`src/rtl/unary_emit.sv`:
```
// unary_emit: turns a (count, length) request into a thermometer-coded
// one-bit stream of `length` beats. The first min(count, length) beats
// carry 1 and the rest carry 0. Valid/ready handshakes are used on both
// sides, and done pulses once after the final beat is accepted.
module unary_emit #(
  parameter int unsigned DW = 8
) (
  input  logic          clk,
  input  logic          rst_n,
  input  logic          clr,
  input  logic          in_valid,
  output logic          in_ready,
  input  logic [DW-1:0] in_cnt,
  input  logic [DW-1:0] in_len,
  output logic          out_valid,
  input  logic          out_ready,
  output logic          one_bit,
  output logic          out_last,
  output logic          done
);

  typedef enum logic {
    IDLE,
    EMIT
  } state_t;

  state_t        state;
  logic [DW-1:0] rem;
  logic [DW-1:0] ones;

  logic [DW-1:0] sat_cnt;
  logic [DW-1:0] rem_dec;
  logic [DW-1:0] ones_dec;
  logic          accept;
  logic          beat;

  // Request saturation, handshake qualifiers and non-wrapping counter steps
  always_comb begin
    sat_cnt  = (in_cnt > in_len) ? in_len : in_cnt;
    accept   = in_valid && in_ready && (state == IDLE);
    beat     = out_valid && out_ready && (state == EMIT);
    rem_dec  = (rem  != '0) ? rem  - DW'(1) : '0;
    ones_dec = (ones != '0) ? ones - DW'(1) : '0;
  end

  // FSM with registered outputs; output registers are loaded from the
  // post-update counter values so they always match rem/ones.
  always_ff @(posedge clk or negedge rst_n) begin
    if (!rst_n) begin
      state     <= IDLE;
      rem       <= '0;
      ones      <= '0;
      in_ready  <= 1'b0;
      out_valid <= 1'b0;
      one_bit   <= 1'b0;
      out_last  <= 1'b0;
      done      <= 1'b0;
    end else begin
      done <= 1'b0;
      if (clr) begin
        state     <= IDLE;
        rem       <= '0;
        ones      <= '0;
        in_ready  <= 1'b1;
        out_valid <= 1'b0;
        one_bit   <= 1'b0;
        out_last  <= 1'b0;
      end else begin
        case (state)
          IDLE: begin
            in_ready  <= 1'b1;
            out_valid <= 1'b0;
            one_bit   <= 1'b0;
            out_last  <= 1'b0;
            if (accept) begin
              rem  <= in_len;
              ones <= sat_cnt;
              if (in_len == '0) begin
                done <= 1'b1;
              end else begin
                state     <= EMIT;
                in_ready  <= 1'b0;
                out_valid <= 1'b1;
                one_bit   <= (sat_cnt != '0);
                out_last  <= (in_len == DW'(1));
              end
            end
          end
          EMIT: begin
            in_ready <= 1'b0;
            if (beat) begin
              if (rem == DW'(1)) begin
                state     <= IDLE;
                rem       <= '0;
                ones      <= '0;
                in_ready  <= 1'b1;
                out_valid <= 1'b0;
                one_bit   <= 1'b0;
                out_last  <= 1'b0;
                done      <= 1'b1;
              end else begin
                rem      <= rem_dec;
                ones     <= ones_dec;
                one_bit  <= (ones_dec != '0);
                out_last <= (rem_dec == DW'(1));
              end
            end
          end
          default: begin
            state     <= IDLE;
            in_ready  <= 1'b1;
            out_valid <= 1'b0;
          end
        endcase
      end
    end
  end

endmodule

```
`config.mk`:
```
export PLATFORM = sky130hd
export DESIGN_NAME = unary_emit
export DESIGN_NICKNAME = d
export VERILOG_FILES = /design/src/rtl/unary_emit.sv
export SDC_FILE = /design/constraint.sdc
export NUM_CORES = 1
export LEC_CHECK = 0
export ABC_CLOCK_PERIOD_IN_PS = 4520
export CAP_MARGIN = 20
export CORE_UTILIZATION = 45
export DETAILED_ROUTE_END_ITERATION = 8
export GPL_ROUTABILITY_DRIVEN = 0
export PLACE_DENSITY = 0.73
export SLEW_MARGIN = 20
export SYNTH_ARGS = -nofsm -noshare
export SYNTH_HDL_FRONTEND = slang
export SYNTH_SLANG_ARGS = --single-unit
```
`constraint.sdc`:
```
create_clock -name clk -period 4.52 [get_ports clk]
set_input_delay 1.356 -clock clk [delete_from_list [all_inputs] [get_ports clk]]
set_output_delay 1.356 -clock clk [all_outputs]
set_load 0.1 [all_outputs]
```
==> metrics.txt, run 1 <==
Cell Pwr Density=332 nW/um^2; skew final=0.00231 ns; Layout Nets=264; Synth Instances=207; Fillers=353; initial antenna violation count=0; XOR/XNOR share of the synthesized area=0.984%; largest family of logic cells by synthesized area=simple AND/OR/NAND/NOR gates; Iter 0 DRT Violations=205; period utilization=72.2%; slowest cell delay on critical path=0.47 ns; Tmin final=3.26 ns; synthesized cell area=1780 sq um; Synth Area in Adders=8.43%; Hold WS=0.544 ns; synth unique cells=57; endpoint class of the critical path=flop; TritonCTS buffer count=3; Layout area overhead=19.1%; most common cell after layout, fill and taps aside=clkdlybuf4s50_1; sequential area share after synthesis=30.9%; Clock Pin Slew Worst Setup and Hold Paths=0.08 ns; Routed Antenna Nets=0; YS warnings=0; Final Routed Wirelength=4470 um; Setup Viol. Count Final=0; Worst slew margin=35.8%; Critical-path top delay cell=clkdlybuf4s50_1; GRT Util Overall=23.6%; largest net degree at the start of global routing=23; Die Wd=64.9 um; Yosys reg bits=22; vias in the first global route=1,599; commonest non-fill, non-tap cells in the layout=clkdlybuf4s50_1 (24), dfrtp_1 (22), nand2_1 (17); buffer depth of the longest clock path=2; I/O Pins=26; Ant. Diodes=0; DP Wirelength=3330 um; Worst Hold Class=reg2reg; status=finished, final reports clean; Post-Syn Area per Cell=8.60 sq um; pin slew with the least headroom to its limit=0.960 ns; Leakage Power=0.000898 uW; DRT Pass-1 Iters=4; GR Overflow Total=0; vias=1,713; Post-synth EDFFs=0; worst-path fanout max=9; Final TNS setup=0 ns; GR met2 Demand/Resource=37.5%; crit path cell chain=clkdlybuf4s50_1 -> inv_1 -> ha_1 -> nor2b_1 -> o211ai_1 -> a21oi_1 -> o21ai_2 -> mux2i_1 -> o221ai_1; Post-CTS Resized=0; Die ar.=4210 sq um; Final Hold Fails=0; residual DRC count=0; unrepaired setup endpoints after global routing=no; Setup Fix Bufs, Post-CTS=0; mux share of post-synthesis cell area=7.45%; gr busiest metal=met2; Max Clk Rate=307 MHz; Die H=64.9 um; post-synthesis compound-gate area fraction=22.7%; CP startpoint kind=input pin; via/cell ratio=6.16; CTS sink count=22; Slew Viols, Final=0; CP required=4.66 ns; Clk Latency, worst-skew pair=0.27 ns; Post-synth top flop=dfrtp_1; hold-fix buffers at CTS=0; first-pass GRT wire length=7650 um; ratio of cells with drive above 1 in the final layout=8.70%; asr flop ratio synth=100%; kind of critical path=in2reg; Max Cap Violations=0; Synth Area in Simple Gates=24.4%; WL/cell=16.1 um; Data arrival, critical path=3.40 ns; Root Buffer=clkbuf_8; Initial Util=47.9%; CTS H-tree depth=1; met1 Use GR=33.0%; core area=3720 sq um; CTS tree=yes; Synth Net Count=240; peak supply drop=0.000123 V; IO Port Bufs=25; GR Layer Usage met3=2.99%; row count=22
[layout make-up]
cell class,count,area (sq um),share of cell area [%]
Multi-Input combinational cell,161,1140,53.7
Sequential cell,22,551,26.0
Timing Repair Buffer,26,253,11.9
Inverter,17,63.8,3.01
Tap cell,48,60.1,2.83
Clock buffer,4,55.1,2.60
[path summary, 6_finish.rpt]
kind,startpoint,cells past startpoint,slack [ns],to
hold / removal,one_bit,2,0.54,one_bit
min in group asynchronous,rst_n,1,1.05,in_ready
setup reg to reg,state,7,2.03,ones[5]
max in group asynchronous,rst_n,1,3.12,ones[6]
hold reg to reg,one_bit,2,0.54,one_bit
setup / recovery,in_len[1],9,1.26,ones[4]
[cell families (layout without fill, tap and decap cells)]
family	count (synthesis)	count (layout)
AO/OA/AOI/OAI	62	62
XOR/XNOR	2	2
adder cells (fa/ha/maj)	12	12
buffers and inverters	24	47
flip-flops	22	22
multiplexers	13	13
AND/OR/NAND/NOR	72	72
[routing by layer]
metal	share of wire (%)	vias to the layer above
li1	-	828
met2	47	64
met1	47	814
met5	0	-
met4	1.1	0
met3	5.1	7
[where the power goes]
group / total [uW] / switching (uW) / internal (uW)
logic: 291 / 163 / 127
clock network: 146 / 68.5 / 77.8
registers: 268 / 44.5 / 223
total: 704 / 276 / 428
[state kept, by name (all words and copies together) (netlist names)]
signal,count
done,1
state,1
one_bit,1
ones,8
in_ready,1
rem,8
out_last,1
out_valid,1
[Yosys cell counts (2+ instances only)]
master | count | area [sq um]
a21oi_1 | 13 | 65.1
a22o_1 | 6 | 52.6
a2bb2oi_1 | 2 | 17.5
a31oi_1 | 3 | 18.8
clkbuf_1 | 5 | 18.8
dfrtp_1 | 22 | 551
ha_1 | 12 | 150
inv_1 | 16 | 60.1
mux2_2 | 2 | 22.5
mux2i_1 | 11 | 110
nand2_1 | 17 | 63.8
nand3_1 | 6 | 30.0
nand3b_1 | 3 | 22.5
nand4_1 | 3 | 18.8
nor2_1 | 10 | 37.5
nor3_1 | 4 | 20.0
nor4_1 | 5 | 31.3
nor4b_1 | 3 | 26.3
o211ai_1 | 2 | 15.0
o21ai_0 | 13 | 65.1
o21ai_1 | 6 | 30.0
o221ai_1 | 2 | 17.5
o22ai_1 | 3 | 18.8
o32a_1 | 2 | 20.0
o32ai_1 | 2 | 17.5
or2_2 | 2 | 12.5
or4_1 | 2 | 15.0
[stage by stage]
stage                     instances  power (uW)  setup slack (ns)  utilization, %  area (sq um)
after CTS                       278         705              1.26            57.2          2130
after global placement          274         557              1.00            55.7          2070
final                           278         704              1.26            57.1          2120
after floorplan                 207         477              1.63               -          1780
after detailed placement        274         558             0.992            55.7          2070
after global routing            278         754              1.11            57.1          2120
[worst max-delay path, delay by kind of cell]
family	cells	cell delay (ns)
buffers and inverters	2	0.55
AND/OR/NAND/NOR	1	0.13
AO/OA/AOI/OAI	4	0.81
adder cells (fa/ha/maj)	1	0.29
multiplexers	1	0.26
No activity file was read; power rests on OpenSTA's default activity.
==> run 2: changes to the inputs <==
ABC_CLOCK_PERIOD_IN_PS = 2900   (was 4520)
PLACE_DENSITY = 0.76   (was 0.73)
clock period = 2.9 ns   (was 4.52 ns; I/O delays follow)
==> run 2 against run 1 <==
Compared with the run above: clock power rose by 100%; sequential power rose by 54%; final cell count rose by 5.4%; critical path type unchanged; largest cell class unchanged.
==> metrics.txt, run 2 (synthesis gave the netlist of run 1 again) <==
DRT Pass-1 Iters=4 (unchanged); slowest cell delay on critical path=0.47 ns (about the same); Initial Util=47.9% (unchanged); footprint of the multi-input gates=1140 sq um (unchanged); Max Clk Rate=362 MHz; Cell Pwr Density=527 nW/um^2 (+59%); largest net degree at the start of global routing=23 (unchanged); GRT Util Overall=24.3% (+0.70 points); Critical-path top delay cell=clkdlybuf4s50_1; Max Cap Violations=0 (unchanged); register area=551 sq um (unchanged); Fillers=346 (-2.0%); IO Port Bufs=25 (unchanged); Setup Viol. Count Final=0 (unchanged); most common cell after layout, fill and taps aside=dfrtp_1; biggest regs=ones x8, rem x8; sw power=438 uW (+58%); Worst slew margin=63.7% (+28 points); GR Overflow Total=0 (unchanged); Die H=64.9 um (unchanged); Post-CTS Resized=0 (unchanged); endpoint class of the critical path=flop; Die ar.=4210 sq um (unchanged); Ant. Diodes=0 (unchanged); r2r endpoint=ones[1]; Slew Viols, Final=0 (unchanged); CP required=3.04 ns (-1.62 ns); Leakage Power=0.000985 uW (+9.7%); Root Buffer=clkbuf_8; Pwr Total=1180 uW (+68%); Die Wd=64.9 um (unchanged); TritonCTS buffer count=3 (unchanged); CTS H-tree depth=1 (unchanged); skew final=0.00258 ns (+0.000270 ns); period utilization=95.2%; core area=3720 sq um (unchanged); WL/cell=15.9 um (-0.94%); Clk Latency, worst-skew pair=0.27 ns (about the same); Tmin final=2.76 ns; r2r setup slk=0.55 ns (-1.48 ns); commonest non-fill, non-tap cells in the layout=dfrtp_1 (22), buf_4 (21), clkdlybuf4s50_1 (20); reg2reg path depth=8 (+1); Setup Fix Bufs, Post-CTS=0 (unchanged); row count=22 (unchanged); pin slew with the least headroom to its limit=0.545 ns (-0.415 ns); via/cell ratio=5.97 (-3.1%); Iter 0 DRT Violations=141 (-31%); P_int=744 uW (+74%); DP Cell Count=289 (+5.5%); Clock power frac=24.7% (+3.9 points); CTS tree=yes; kind of critical path=in2reg; Clock Pin Slew Worst Setup and Hold Paths=0.08 ns (about the same); logic gate share of total power=40.5% (-0.8 points); status=finished, final reports clean; Worst Hold Endpoint=one_bit; Worst Hold Class=reg2reg; Data arrival, critical path=2.90 ns (-0.50 ns); hold-fix buffers at CTS=0 (unchanged); buffer depth of the longest clock path=2 (unchanged); Final Routed Wirelength=4670 um (+4.4%); Hold Crit Depth=2 (unchanged); unrepaired setup endpoints after global routing=no; vias in the first global route=1,664 (+4.1%); Layout area overhead=25.9%; sequential power share=34.8% (-3.2 points); Sw Share=37.0% (-2.2 points); I/O Pins=26 (unchanged); ratio of cells with drive above 1 in the final layout=15.9% (+7.2 points); residual DRC count=0 (unchanged); Final TNS setup=0 ns (unchanged); HP Start=one_bit; Routed Antenna Nets=0 (unchanged); initial antenna violation count=0 (unchanged); worst-path fanout max=9 (unchanged); CTS sink count=22 (unchanged); vias=1,750 (+2.2%); Layout Nets=279 (+5.7%); Layout Cells excl Fill=293 (+5.4%); pre-CTS WS=-0.145 ns (-1.14 ns); DP Wirelength=3500 um (+5.1%); Critical R2R Launch=ones[0]; CP startpoint kind=input pin; final setup margin=0.140 ns (-1.12 ns); peak supply drop=0.000213 V (+73%); first-pass GRT wire length=7810 um (+2.1%); Final Hold Fails=0 (unchanged); crit path cell chain=clkdlybuf4s50_1 -> inv_1 -> ha_1 -> nor2b_1 -> o211ai_1 -> a21oi_1 -> o21ai_2 -> mux2i_1 -> o221ai_1
run 2: per-layer routing:
| layer | vias to the layer above | routed length [um] | part of all wire [%] | GRT usage [%] |
|---|---|---|---|---|
| li1 | 861 | - | - | - |
| met1 | 815 | 2090 | 45 | 32.8 |
| met2 | 64 | 2190 | 47 | 37.9 |
| met3 | 10 | 294 | 6.3 | 3.52 |
| met4 | 0 | 95 | 2.0 | 10.8 |
| met5 | - | 0 | 0 | 0 |
run 2: cell type report:
| type | count | area share (%) |
|---|---|---|
| clock buffer | 3 | 1.84 |
| clock inverter | 1 | 1.34 |
| inverter | 17 | 2.85 |
| multi-input combinational | 161 | 50.8 |
| sequential | 22 | 24.6 |
| tap | 48 | 2.68 |
| timing repair buffer | 41 | 16.0 |
run 2: power by group through the flow:
stage	combinational (uW)	sequential [uW]	clock (uW)
3_3_place_gp	463	412	0
3_5_place_dp	472	416	0
2_1_floorplan	321	423	0
6_report	478	412	292
5_1_grt	528	420	316
4_1_cts	476	410	299
run 2: worst max-delay path by stage:
stage                          from       to  cells after the start
final                     in_len[1]  ones[3]                      9
after global routing      in_len[1]  ones[3]                      9
after CTS                 in_len[1]  ones[3]                      9
after detailed placement  in_len[1]  ones[3]                      9
after global placement    in_len[1]  ones[3]                      9
after floorplan           in_len[1]  ones[3]                      8
run 2: critical path: cells and delay by family:
| kind | cells | cell delay (ns) |
|---|---|---|
| AOI/OAI and AO/OA | 4 | 0.82 |
| and+or+nand+nor | 1 | 0.13 |
| muxes | 1 | 0.27 |
| adders and majority gates | 1 | 0.28 |
| buffers and inverters | 2 | 0.53 |
run 2: through the flow:
| stage | hold WS (ns) | util, % | instance area (sq um) |
|---|---|---|---|
| after floorplan | 0.508 | - | 1780 |
| after CTS | 0.543 | 60.3 | 2240 |
| after global placement | 0.511 | 58.4 | 2170 |
| after global routing | 0.578 | 60.3 | 2240 |
| final | 0.535 | 60.3 | 2240 |
| after detailed placement | 0.521 | 58.4 | 2170 |
==> RTL edit: new RTL, config.mk and constraints of run 2 <==
Set the parameter `DW` to 9 (it was 8).
--- a/src/rtl/unary_emit.sv
+++ b/src/rtl/unary_emit.sv
@@ -4,5 +4,5 @@
 // sides, and done pulses once after the final beat is accepted.
 module unary_emit #(
-  parameter int unsigned DW = 8
+  parameter int unsigned DW = 9
 ) (
   input  logic          clk,
Ports: changed (resized in_cnt and in_len); port bits go from 26 to 28. The function was not compared with the original's and may differ.
==> RTL edit against run 2 <==
  * Cell area grew 14%
  * Sequential cell count grew 2
  * Non-clock buffer count up 18
  * Global-route usage is 3.7 points higher
  * Routed wire length grew 27%
  * Final cell count increased by 17%
  * Setup slack got worse by 0.054 ns
  * Critical path depth is 2 lower
  * Total power fell by 8.2%
  * First-iteration DRC count down 19%
  * Core utilization rose by 2.5 points
  * Worst hold slack improved by 0.030 ns
  * Register-to-register slack got worse by 0.08 ns
  * Area after synthesis is 9.6% higher
  * Critical path type unchanged
==> RTL edit: results (changes against run 2) <==
.. list-table::
   :header-rows: 1

   * - Metric
     - Value
   * - Outcome
     - completed
   * - Worst hold stages
     - 1 (-1)
   * - Multi-input gates
     - 184 (+14%)
   * - Tightest slew margin relative to the limit
     - 0.617 (-0.0195)
   * - First-pass GRT wire length
     - 9360 µm (+20%)
   * - Maximum vdd ir drop
     - 308 µV (+45%)
   * - Initial detailed-routing violation count
     - 114 (-19%)
   * - Net switching power
     - 0.407 mW (-7.1%)
   * - Main combinational cell family by area after synthesis
     - compound AO/OA/AOI/OAI gates
   * - Share of final layout cell area taken by clock buffers and inverters
     - 0.0215 (-0.0104)
   * - R2R cell count
     - 7 (-1)
   * - Routed length per placed instance
     - 17.3 µm (+8.6%)
   * - Endpoint, Worst Hold
     - rem[8]
   * - HPWL after detailed placement
     - 4610 µm (+32%)
   * - Number of clock sinks
     - 24 (+9.1%)
   * - Met3 layer wire length in the routed design
     - 433 µm (+47%)
   * - Met3 global-route usage
     - 0.0317 (-0.00354)
   * - Setup slack after placement
     - -0.328 ns (-0.183 ns)
   * - Count of inverters other than clock inverters in the layout
     - 21 (+4)
   * - Worst-path maximum fanout
     - 7 (-2)
   * - Sequential element share of the synthesized area
     - 0.308 (-0.00151)
   * - Share of the clock period used by the worst path
     - 0.970 (+0.0187)
   * - Non-Clock Buffer Area Fraction
     - 0.197 (+0.0379)
   * - Top cells by area, synth
     - sky130_fd_sc_hd__dfrtp_1 31%, sky130_fd_sc_hd__ha_1 8.3%, sky130_fd_sc_hd__nor2_1 4.2%
   * - Via-per-instance ratio
     - 6.19 (+3.6%)
   * - Adder-Cell Fraction of Synth Area
     - 0.0833 (-0.000996)
   * - Share of cell area taken by multi-input logic gates
     - 0.492 (-0.0159)
   * - Top cell types by occurrence after synthesis
     - 24 x sky130_fd_sc_hd__dfrtp_1, 22 x sky130_fd_sc_hd__nor2_1, 21 x sky130_fd_sc_hd__inv_1
   * - Register cell area after layout
     - 601 µm² (+9.1%)
   * - Post-Route Hold Slack
     - 0.565 ns (+0.0298 ns)
   * - Critical path launch point
     - in_cnt[6]
   * - Worst setup endpoint
     - ones[1]
   * - Multiplexer area fraction after synthesis
     - 0.00513 (-0.0694)
   * - Detailed-routing wirelength on met1
     - 2460 µm (+18%)
   * - All-Layer GR Usage
     - 0.280 (+0.0370)
   * - Number of global-route vias before repair
     - 2025 (+22%)
   * - Leakage power total
     - 1.18 nW (+20%)
   * - Data arrival time of the critical path
     - 2.97 ns (+0.07 ns)
[RTL edit: cell types whose count changed in the layout (fill, tap and decap cells not counted), moves of 4 or more]
cell and change:
sky130_fd_sc_hd__nand2_1 -4, sky130_fd_sc_hd__dlymetal6s2s_1 +4, sky130_fd_sc_hd__a221o_1 +8, sky130_fd_sc_hd__nor3_1 +5, sky130_fd_sc_hd__o22ai_1 +6, sky130_fd_sc_hd__inv_1 +4, sky130_fd_sc_hd__o21ai_1 -4, sky130_fd_sc_hd__buf_4 +16
sky130_fd_sc_hd__nor2_1 +12, sky130_fd_sc_hd__mux2i_1 -10
[RTL edit: per-stage QoR]
stage	setup TNS, ns	instances	instance area (µm²)
floorplan	0	236	1950
global placement	-2.47	338	2470
detailed placement	-2.81	338	2470
CTS	0	342	2540
global route	0	342	2570
finish	0	342	2570
[RTL edit: power groups by stage]
stage               logic [mW]  clock network [mW]  registers [mW]
finish                   0.450               0.232           0.402
global route             0.492               0.249           0.407
CTS                      0.441               0.232           0.401
detailed placement       0.434                   0           0.408
global placement         0.429                   0           0.407
floorplan                0.262                   0           0.423
[RTL edit: critical path, stage by stage]
cell and delay, ns:
sky130_fd_sc_hd__clkdlybuf4s50_1 0.44, sky130_fd_sc_hd__ha_1 0.32, sky130_fd_sc_hd__a21oi_2 0.17, sky130_fd_sc_hd__o21ai_1 0.08, sky130_fd_sc_hd__or4_4 0.56, sky130_fd_sc_hd__and3_4 0.24
sky130_fd_sc_hd__a221o_1 0.30
[RTL edit: repair_timing]
action | 4_1_cts | 5_1_grt
pin swaps | 1 | 4
endpoints found under the setup margin | 8 | 9
gates resized for setup | 4 | 7
buffers inserted | 0 | 0
endpoints found under the hold margin | 0 | 0
gates cloned | 0 | 0
